==> src/rtl/gamma_pkg.sv <==
// gamma_pkg: shared defaults, types and helpers for the gamma-cycle temporal
// encoder.
//   GAMMA_CYCLE_WIDTH_DEF : default clocks per gamma cycle (power of 2)
//   PULSE_WIDTH_DEF       : default pulse length in clocks
//   INPUT_WIDTH_DEF       : bits needed to hold one gamma phase
//   phase_t               : gamma phase type at the default width
//   pulse_hit()           : pulse window test for one lane
package gamma_pkg;

    localparam int GAMMA_CYCLE_WIDTH_DEF = 16;
    localparam int PULSE_WIDTH_DEF       = 8;
    localparam int INPUT_WIDTH_DEF       = $clog2(GAMMA_CYCLE_WIDTH_DEF);

    typedef logic [INPUT_WIDTH_DEF-1:0] phase_t;

    // True when phase lies in [start, start+pulse_width-1]. The upper bound
    // is formed wider than a phase, so a window that runs past the last
    // phase of the gamma cycle is truncated instead of wrapping back to 0.
    function automatic logic pulse_hit(input int unsigned phase,
                                       input int unsigned start,
                                       input int unsigned pulse_width);
        return (phase >= start) && (phase <= start + pulse_width - 1);
    endfunction

endpackage

==> src/rtl/enc_b_t_lane.sv <==
// enc_b_t_lane: one lane of the binary-to-temporal encoder. It holds the
// active spike time and mask for the gamma cycle being played, and registers
// the lane's pulse output.
//   aclk, grst_n : clock, async active-low reset
//   load         : copy the pending time/mask into the active registers
//   act_vld_nxt  : active-vector flag as it will be after this edge
//   phase_nxt    : gamma phase as it will be after this edge
//   pend_data    : pending spike time for this lane
//   pend_mask    : pending lane enable
//   pulse        : registered temporal pulse output
module enc_b_t_lane
    import gamma_pkg::*;
#(
    parameter int INPUT_WIDTH = INPUT_WIDTH_DEF,
    parameter int PULSE_WIDTH = PULSE_WIDTH_DEF
) (
    input  logic                   aclk,
    input  logic                   grst_n,
    input  logic                   load,
    input  logic                   act_vld_nxt,
    input  logic [INPUT_WIDTH-1:0] phase_nxt,
    input  logic [INPUT_WIDTH-1:0] pend_data,
    input  logic                   pend_mask,
    output logic                   pulse
);

    logic [INPUT_WIDTH-1:0] act_data;
    logic [INPUT_WIDTH-1:0] act_data_nxt;
    logic                   act_mask;
    logic                   act_mask_nxt;

    always_comb begin
        act_data_nxt = load ? pend_data : act_data;
        act_mask_nxt = load ? pend_mask : act_mask;
    end

    // The pulse is evaluated on next-cycle values so the registered output
    // lines up with the phase counter instead of trailing it by one clock.
    always_ff @(posedge aclk or negedge grst_n) begin
        if (!grst_n) begin
            act_data <= '0;
            act_mask <= 1'b0;
            pulse    <= 1'b0;
        end else begin
            act_data <= act_data_nxt;
            act_mask <= act_mask_nxt;
            pulse    <= act_vld_nxt && act_mask_nxt &&
                        pulse_hit(32'(phase_nxt), 32'(act_data_nxt),
                                  unsigned'(PULSE_WIDTH));
        end
    end

endmodule

==> src/rtl/enc_b_t_n.sv <==
// enc_b_t_n: binary-to-temporal encoder. It accepts a vector of per-lane
// spike times through a valid/ready handshake. In the following gamma cycle
// it plays one pulse per enabled lane, starting at the phase equal to that
// lane's value.
//   aclk, grst_n : clock, async active-low reset
//   in_valid     : input vector valid
//   in_ready     : a vector can be accepted (pending buffer empty)
//   in_data      : per-lane spike time (gamma phase)
//   in_mask      : per-lane enable, 0 = no spike this gamma
//   gamma_start  : high while the gamma phase is 0
//   out_active   : high for every clock of a gamma cycle played from a vector
//   out          : registered temporal pulse outputs
module enc_b_t_n
    import gamma_pkg::*;
#(
    parameter int GAMMA_CYCLE_WIDTH = GAMMA_CYCLE_WIDTH_DEF,
    parameter int PULSE_WIDTH       = PULSE_WIDTH_DEF,
    parameter int NUM_INPUTS        = 16,
    parameter int INPUT_WIDTH       = $clog2(GAMMA_CYCLE_WIDTH)
) (
    input  logic                                  aclk,
    input  logic                                  grst_n,
    input  logic                                  in_valid,
    output logic                                  in_ready,
    input  logic [NUM_INPUTS-1:0][INPUT_WIDTH-1:0] in_data,
    input  logic [NUM_INPUTS-1:0]                  in_mask,
    output logic                                  gamma_start,
    output logic                                  out_active,
    output logic [NUM_INPUTS-1:0]                  out
);

    logic [INPUT_WIDTH-1:0]                  phase;
    logic [INPUT_WIDTH-1:0]                  phase_nxt;
    logic                                    boundary;
    logic                                    load;
    logic                                    xfer;
    logic                                    pend_vld;
    logic [NUM_INPUTS-1:0][INPUT_WIDTH-1:0]  pend_data;
    logic [NUM_INPUTS-1:0]                   pend_mask;
    logic                                    act_vld;
    logic                                    act_vld_nxt;

    // The gamma length is a power of two, so the counter wraps on its own and
    // the last phase is the all-ones value.
    always_comb begin
        phase_nxt   = phase + 1'b1;
        boundary    = &phase;
        load        = boundary && pend_vld;
        xfer        = in_valid && in_ready;
        act_vld_nxt = boundary ? pend_vld : act_vld;
    end

    assign in_ready    = ~pend_vld;
    assign gamma_start = (phase == '0);
    assign out_active  = act_vld;

    // A load needs pend_vld set and a transfer needs it clear, so the two
    // never coincide. A transfer on the boundary edge itself therefore waits
    // a full gamma cycle.
    always_ff @(posedge aclk or negedge grst_n) begin
        if (!grst_n) begin
            phase     <= '0;
            pend_vld  <= 1'b0;
            pend_data <= '0;
            pend_mask <= '0;
            act_vld   <= 1'b0;
        end else begin
            phase   <= phase_nxt;
            act_vld <= act_vld_nxt;
            if (load) begin
                pend_vld <= 1'b0;
            end else if (xfer) begin
                pend_vld  <= 1'b1;
                pend_data <= in_data;
                pend_mask <= in_mask;
            end
        end
    end

    for (genvar i = 0; i < NUM_INPUTS; i++) begin : g_lane
        enc_b_t_lane #(
            .INPUT_WIDTH (INPUT_WIDTH),
            .PULSE_WIDTH (PULSE_WIDTH)
        ) u_lane (
            .aclk        (aclk),
            .grst_n      (grst_n),
            .load        (load),
            .act_vld_nxt (act_vld_nxt),
            .phase_nxt   (phase_nxt),
            .pend_data   (pend_data[i]),
            .pend_mask   (pend_mask[i]),
            .pulse       (out[i])
        );
    end

endmodule
==> config.mk <==
export PLATFORM = sky130hd
export DESIGN_NAME = enc_b_t_n
export DESIGN_NICKNAME = d
export VERILOG_FILES = /design/src/rtl/gamma_pkg.sv /design/src/rtl/enc_b_t_lane.sv /design/src/rtl/enc_b_t_n.sv
export SDC_FILE = /design/constraint.sdc
export NUM_CORES = 1
export LEC_CHECK = 0
export CORE_AREA = 5 5 179 181
export CTS_BUF_LIST = sky130_fd_sc_hd__clkbuf_4
export CTS_CLUSTER_DIAMETER = 30
export DETAILED_ROUTE_END_ITERATION = 8
export DIE_AREA = 0 0 184 186
export DONT_BUFFER_PORTS = 1
export SYNTH_ARGS = -nofsm -noshare
export SYNTH_HDL_FRONTEND = slang
export SYNTH_SLANG_ARGS = --single-unit
==> constraint.sdc <==
create_clock -name aclk -period 3.39 [get_ports aclk]
set_input_delay 0.339 -clock aclk [delete_from_list [all_inputs] [get_ports aclk]]
set_output_delay 0.339 -clock aclk [all_outputs]
set_load 0.02 [all_outputs]
# Yosys cells after proc, flatten, opt, wreduce, memory -nomap -nowiden
# Cells that the tools add are included.
[totals]
output_inout_bits = 19
register_bits = 182
inputBits = 83
[op_classes]
n_lt_le_gt_ge = 32
n_bitwise = 2
n_reduce_logical = 54
add_sub_neg = 33
n_mux = 35
[op_table]
columns = ["operator", "count"]
rows = [
  ["$le A4 B32 Y1", 16],
  ["$sub A32 B1 Y32 const B", 16],
  ["$add A4 B4 Y5 const B", 16],
  ["$ge A4 B4 Y1", 16],
  ["$mux W4", 16],
  ["$logic_and A1 B1 Y1", 50],
  ["$mux W1", 19],
  ["$add A4 B1 Y4 const B", 1],
  ["$logic_not A4 Y1", 1],
  ["$reduce_and A4 Y1", 1],
  ["$not A1 Y1", 2],
  ["$reduce_and A2 Y1", 1],
  ["$reduce_bool A2 Y1", 1],
]

# Depth between registers and ports, before layout
[depth]
word_depth = 8
mapped_depth = 13
ltp_nobuf = 11

# Modules after synthesis
# A second synthesis with hierarchy kept.
[unflattened]
hier_cells = 878
area_unflattened_um2 = 11384.7
[by_module_without_submodules]
columns = ["module", "cells_each", "instances", "area_per_inst_um2"]
rows = [
  ["enc_b_t_lane", 43, 16, 484.2],
  ["enc_b_t_n", 190, 1, 3637.2],
]

# Worst setup path before layout
# No wires, ideal clock.
[synth_path]
path_type = "register -> register"
start = "reg phase[0]"
end = "reg g_lane[4].u_lane.pulse"
stages_incl_launch_ff = 8
period_less_slack_ns = 3.679
n_path_buf = 0
t_required_ns = 3.322
setup_time_ns = 0.068
slack_ns = -0.289
arrival_time_ns = 3.611
path_cell_list = "dfrtp_1 > nand3_1 > xnor2_1 > ha_1 > a21oi_1 > o21ai_0 > nand4b_1 > and4b_1"
[synth_between]
word_cells_on_any_way = 13
cone_classes = "3 x add/sub; 2 x order compare; 3 x mux; 5 x reduce/logical"
[synth_lines]
columns = ["element", "line_no", "rtl"]
rows = [
  ["start: declaration", "enc_b_t_n.sv:32", "logic [INPUT_WIDTH-1:0] phase;"],
  ["start signal: assignment", "enc_b_t_n.sv:68", "phase <= phase_nxt;"],
  ["$add A4 B1 Y4 *", "enc_b_t_n.sv:46", "phase_nxt = phase + 1'b1;"],
  ["named net g_lane[0].u_lane.phase_nxt[3]", "enc_b_t_lane.sv:21", "input logic [INPUT_WIDTH-1:0] phase_nxt,"],
  ["$le A4 B32 Y1 or $ge A4 B4 Y1 (tied branches)", "gamma_pkg.sv:22", "return (phase >= start) && (phase <= start + pulse_width - 1);"],
  ["$logic_and A1 B1 Y1 *", "gamma_pkg.sv:22", ""],
  ["$logic_and A1 B1 Y1 *", "enc_b_t_lane.sv:47", "pulse <= act_vld_nxt && act_mask_nxt &&"],
  ["end signal: assignment", "enc_b_t_lane.sv:47", ""],
  ["end: declaration", "enc_b_t_lane.sv:24", "output logic pulse"],
]
# The timed path passes the listed nets; every way through them passes the cells marked *.
# A chain may end at the register's enable or synchronous reset.

# Worst setup path in the final report
[layout_path]
start = "reg phase[1]"
end = "reg g_lane[15].u_lane.pulse"
[layout_between]
elab_chain_cells = 8
word_cells_on_any_way = 13
cone_classes = "3 x add/sub; 2 x order compare; 3 x mux; 5 x reduce/logical"
[layout_lines]
columns = ["element", "line_no", "rtl"]
rows = [
  ["$reduce_and A4 Y1 *", "enc_b_t_n.sv:47", "boundary = &phase;"],
  ["$logic_and A1 B1 Y1 *", "enc_b_t_n.sv:48", "load = boundary && pend_vld;"],
  ["$mux W4 *", "enc_b_t_lane.sv:33", "act_data_nxt = load ? pend_data : act_data;"],
  ["named net g_lane[15].u_lane.act_data_nxt[1]", "enc_b_t_lane.sv:28", "logic [INPUT_WIDTH-1:0] act_data_nxt;"],
  ["$add A4 B4 Y5", "gamma_pkg.sv:22", ""],
  ["$sub A32 B1 Y32", "gamma_pkg.sv:22", ""],
  ["$le A4 B32 Y1", "gamma_pkg.sv:22", ""],
  ["$logic_and A1 B1 Y1 *", "gamma_pkg.sv:22", ""],
  ["$logic_and A1 B1 Y1 *", "enc_b_t_lane.sv:47", ""],
  ["end signal: assignment", "enc_b_t_lane.sv:47", ""],
  ["end: declaration", "enc_b_t_lane.sv:24", ""],
]
# Marked as above.

==> out/results.ini <==
[floorplan]
ioPinCount = 102
die-area_sq_mm = 0.0342
rows = 64
core_sq_mm = 0.0303
die_x_um = 184
die_y_um = 186
start_util = 0.354

[sta]
skew_ns = 0.0264
worst_pin_slew_ns = 0.624
setup_tns_ns = 0
max_freq_mhz = 333
whs_ns = -0.579
drv_slew = 0
slew_headroom = 0.584
setup_ws_ns = 0.388
hold_violations = 182
period_share = 0.886
rsz0062_at_grt = no
fin_crit_ns = 3.00
setup_viol = 0

[global_routing]
grt_start_max_net_pins = 183
antenna_found_initial = 2
grt_pass1_wl_um = 37600
grt_remaining_overflow = 0
grt_pass1_vias = 7301
grt.total_usage = 0.138

[worst_setup_path]
slowest_stage = and4_2
slowest_delay_ns = 0.58
cpMostUsedCell = ha_1
cp-end-kind = flip-flop
path_max_fanout = 16
worstSetupStartpointType = flip-flop
worstPathRequired_ns = 3.91
path_class = flip-flop to flip-flop
r2r_start = phase[1]
startpoint = phase[1]
cp_cell_sequence = ha_1, and4_2, mux2i_1, inv_1, xnor2_1, ha_1, nor2b_1, o21a_1, o21ai_0, a21oi_1, nor3_1
arrival_ns = 3.52

[routing]
num_vias = 6979
drt-initial-drc-count = 266
first_pass_iters = 4
postRouteAntennaNets = 0
post_drt_wl_per_cell_um = 15.6
viasPerCell = 4.82
drt-total-wl_um = 22600
drc = 0

[run_status]
status = complete, but fails checks
violations = hold timing

[cts]
clk_pin_slew_ns = 0.15
cts_hold_buf = 81
cts_root_buf = clkbuf_4
worstSkewPairLatency_ns = 0.61
clkSinkCount = 182
htreeDepth = 4
cts_resized = 0
cts_tree = done
cts-buffers-inserted = 17
cts_max_path_buffers = 2
cts_setup_buffers = 0

[logic_synthesis]
yosys_warnings = 0
synthCells = 957
syn_area_sq_mm = 0.0107
async_flop_share = 1.00
synth_edf_count = 0
synth.avg_cell_area_sq_um = 11.2
syn_nets = 1178
synthFlopType = dfrtp_1
ys_types = 37
synth_seq_area_share = 0.425
synth_seq_cells = 182

[placed_design]
gp_congestion = 0.806
post-place-ws_ns = 0.373
post_dp_cell_area_sq_mm = 0.0112
place_inst = 1333
hpwl_um = 15500
numPortBuffers = 0

[layout]
fin_cells = 1449
drive_gt1_frac = 0.191
syn2layout_area_growth_pct = 14.6
stdcell_area_sq_mm = 0.0123
final_cell_mix = dfrtp_1, ha_1, nand2_1, dlygate4sd3_1, mux2_2
final_common_cell = dfrtp_1
nets = 1258

[pwr]
p_per_area_mw_per_mm2 = 434
ir_drop_mv = 0.209
power.leakage_nw = 5.71

[hold_path]
hold_class = input pin to asynchronous set/reset pin

[job]
max_cap_viol_count = 0

final cells by class:
cell class / instances / area (sq um)
Clock buffer: 17 / 128
Clock inverter: 15 / 145
Tap cell: 396 / 495
Sequential cell: 182 / 4560
Inverter: 83 / 312
Antenna cell: 3 / 7.51
Fill cell: 2897 / 18000
Timing Repair Buffer: 102 / 1020
Multi-Input combinational cell: 651 / 5630
synth_stat cells, types with 8 or more instances:
master / instances / area [sq um]
inv_1: 76 / 285
xnor2_1: 32 / 280
buf_4: 19 / 143
ha_1: 138 / 1730
nand3_1: 10 / 50.1
mux2_2: 80 / 901
nand4_1: 16 / 100
and4b_1: 8 / 80.1
nor3_1: 19 / 95.1
o21a_1: 8 / 60.1
mux2i_1: 11 / 110
mux2i_2: 43 / 592
nor2b_1: 9 / 56.3
clkbuf_1: 11 / 41.3
o21ai_0: 43 / 215
nor2_1: 18 / 67.6
nand4b_1: 8 / 70.1
dfrtp_1: 182 / 4550
and3_1: 8 / 50.1
nand3b_1: 8 / 60.1
o21ai_1: 11 / 55.1
nand2_1: 96 / 360
a21oi_1: 48 / 240
xor2_1: 10 / 87.6
metal layers:
| metal | part of all wire | track usage | vias up | wire [um] |
|---|---|---|---|---|
| met3 | 0.043 | 0.0379 | 23 | 965 |
| li1 | - | - | 3476 | - |
| met1 | 0.46 | 0.176 | 3387 | 10400 |
| met2 | 0.49 | 0.234 | 93 | 11000 |
| met5 | 0 | 0 | - | 0 |
| met4 | 0.011 | 0.0361 | 0 | 252 |
worst paths after layout:
path / endpoint / slack, ns / cells after the start
setup / recovery: g_lane[15].u_lane.pulse / 0.39 / 11
hold / removal: pend_data[43] / -0.58 / 0
setup reg to reg: g_lane[15].u_lane.pulse / 0.39 / 11
hold reg to reg: g_lane[14].u_lane.act_mask / 0.49 / 2
max in group asynchronous: phase[0] / 3.48 / 0
min in group aclk: pend_data[3] / 0.39 / 3
report_power, final:
part | internal, W | switching (W) | total [W]
logic | 0.000736 | 0.000695 | 0.00143
registers | 0.00246 | 0.000203 | 0.00266
clock network | 0.000386 | 0.000855 | 0.00124
total | 0.00358 | 0.00175 | 0.00534
kinds of logic after synthesis:
kind of cell,Yosys count,synth area share
simple gates,210,0.101
mux,141,0.164
fa+ha+maj,138,0.161
buf+inv,124,0.0548
flops,182,0.425
xor+xnor,42,0.0343
compound gates,120,0.0596
sequential cells by signal, summed over array words and instances, names as in the netlist:
register	flops
phase	4
g_lane.u_lane.pulse	16
g_lane.u_lane.act_mask	16
pend_data	64
pend_mask	16
out_active	1
g_lane.u_lane.act_data	64
pend_vld	1
worst max-delay path: cells and delay by family (launching register included):
kind,cells,cell delay [ns]
compound gates,3,0.40
xor+xnor,1,0.14
mux,1,0.31
flops,1,0.39
buf+inv,1,0.12
fa+ha+maj,2,0.64
simple gates,3,0.91
stage by stage:
step,utilization,total power [W]
2_1_floorplan,-,0.00380
3_3_place_gp,0.370,0.00403
3_5_place_dp,0.370,0.00407
4_1_cts,0.406,0.00543
5_1_grt,0.406,0.00576
6_report,0.406,0.00534
Note: power is estimated with default switching activity, not from simulation.
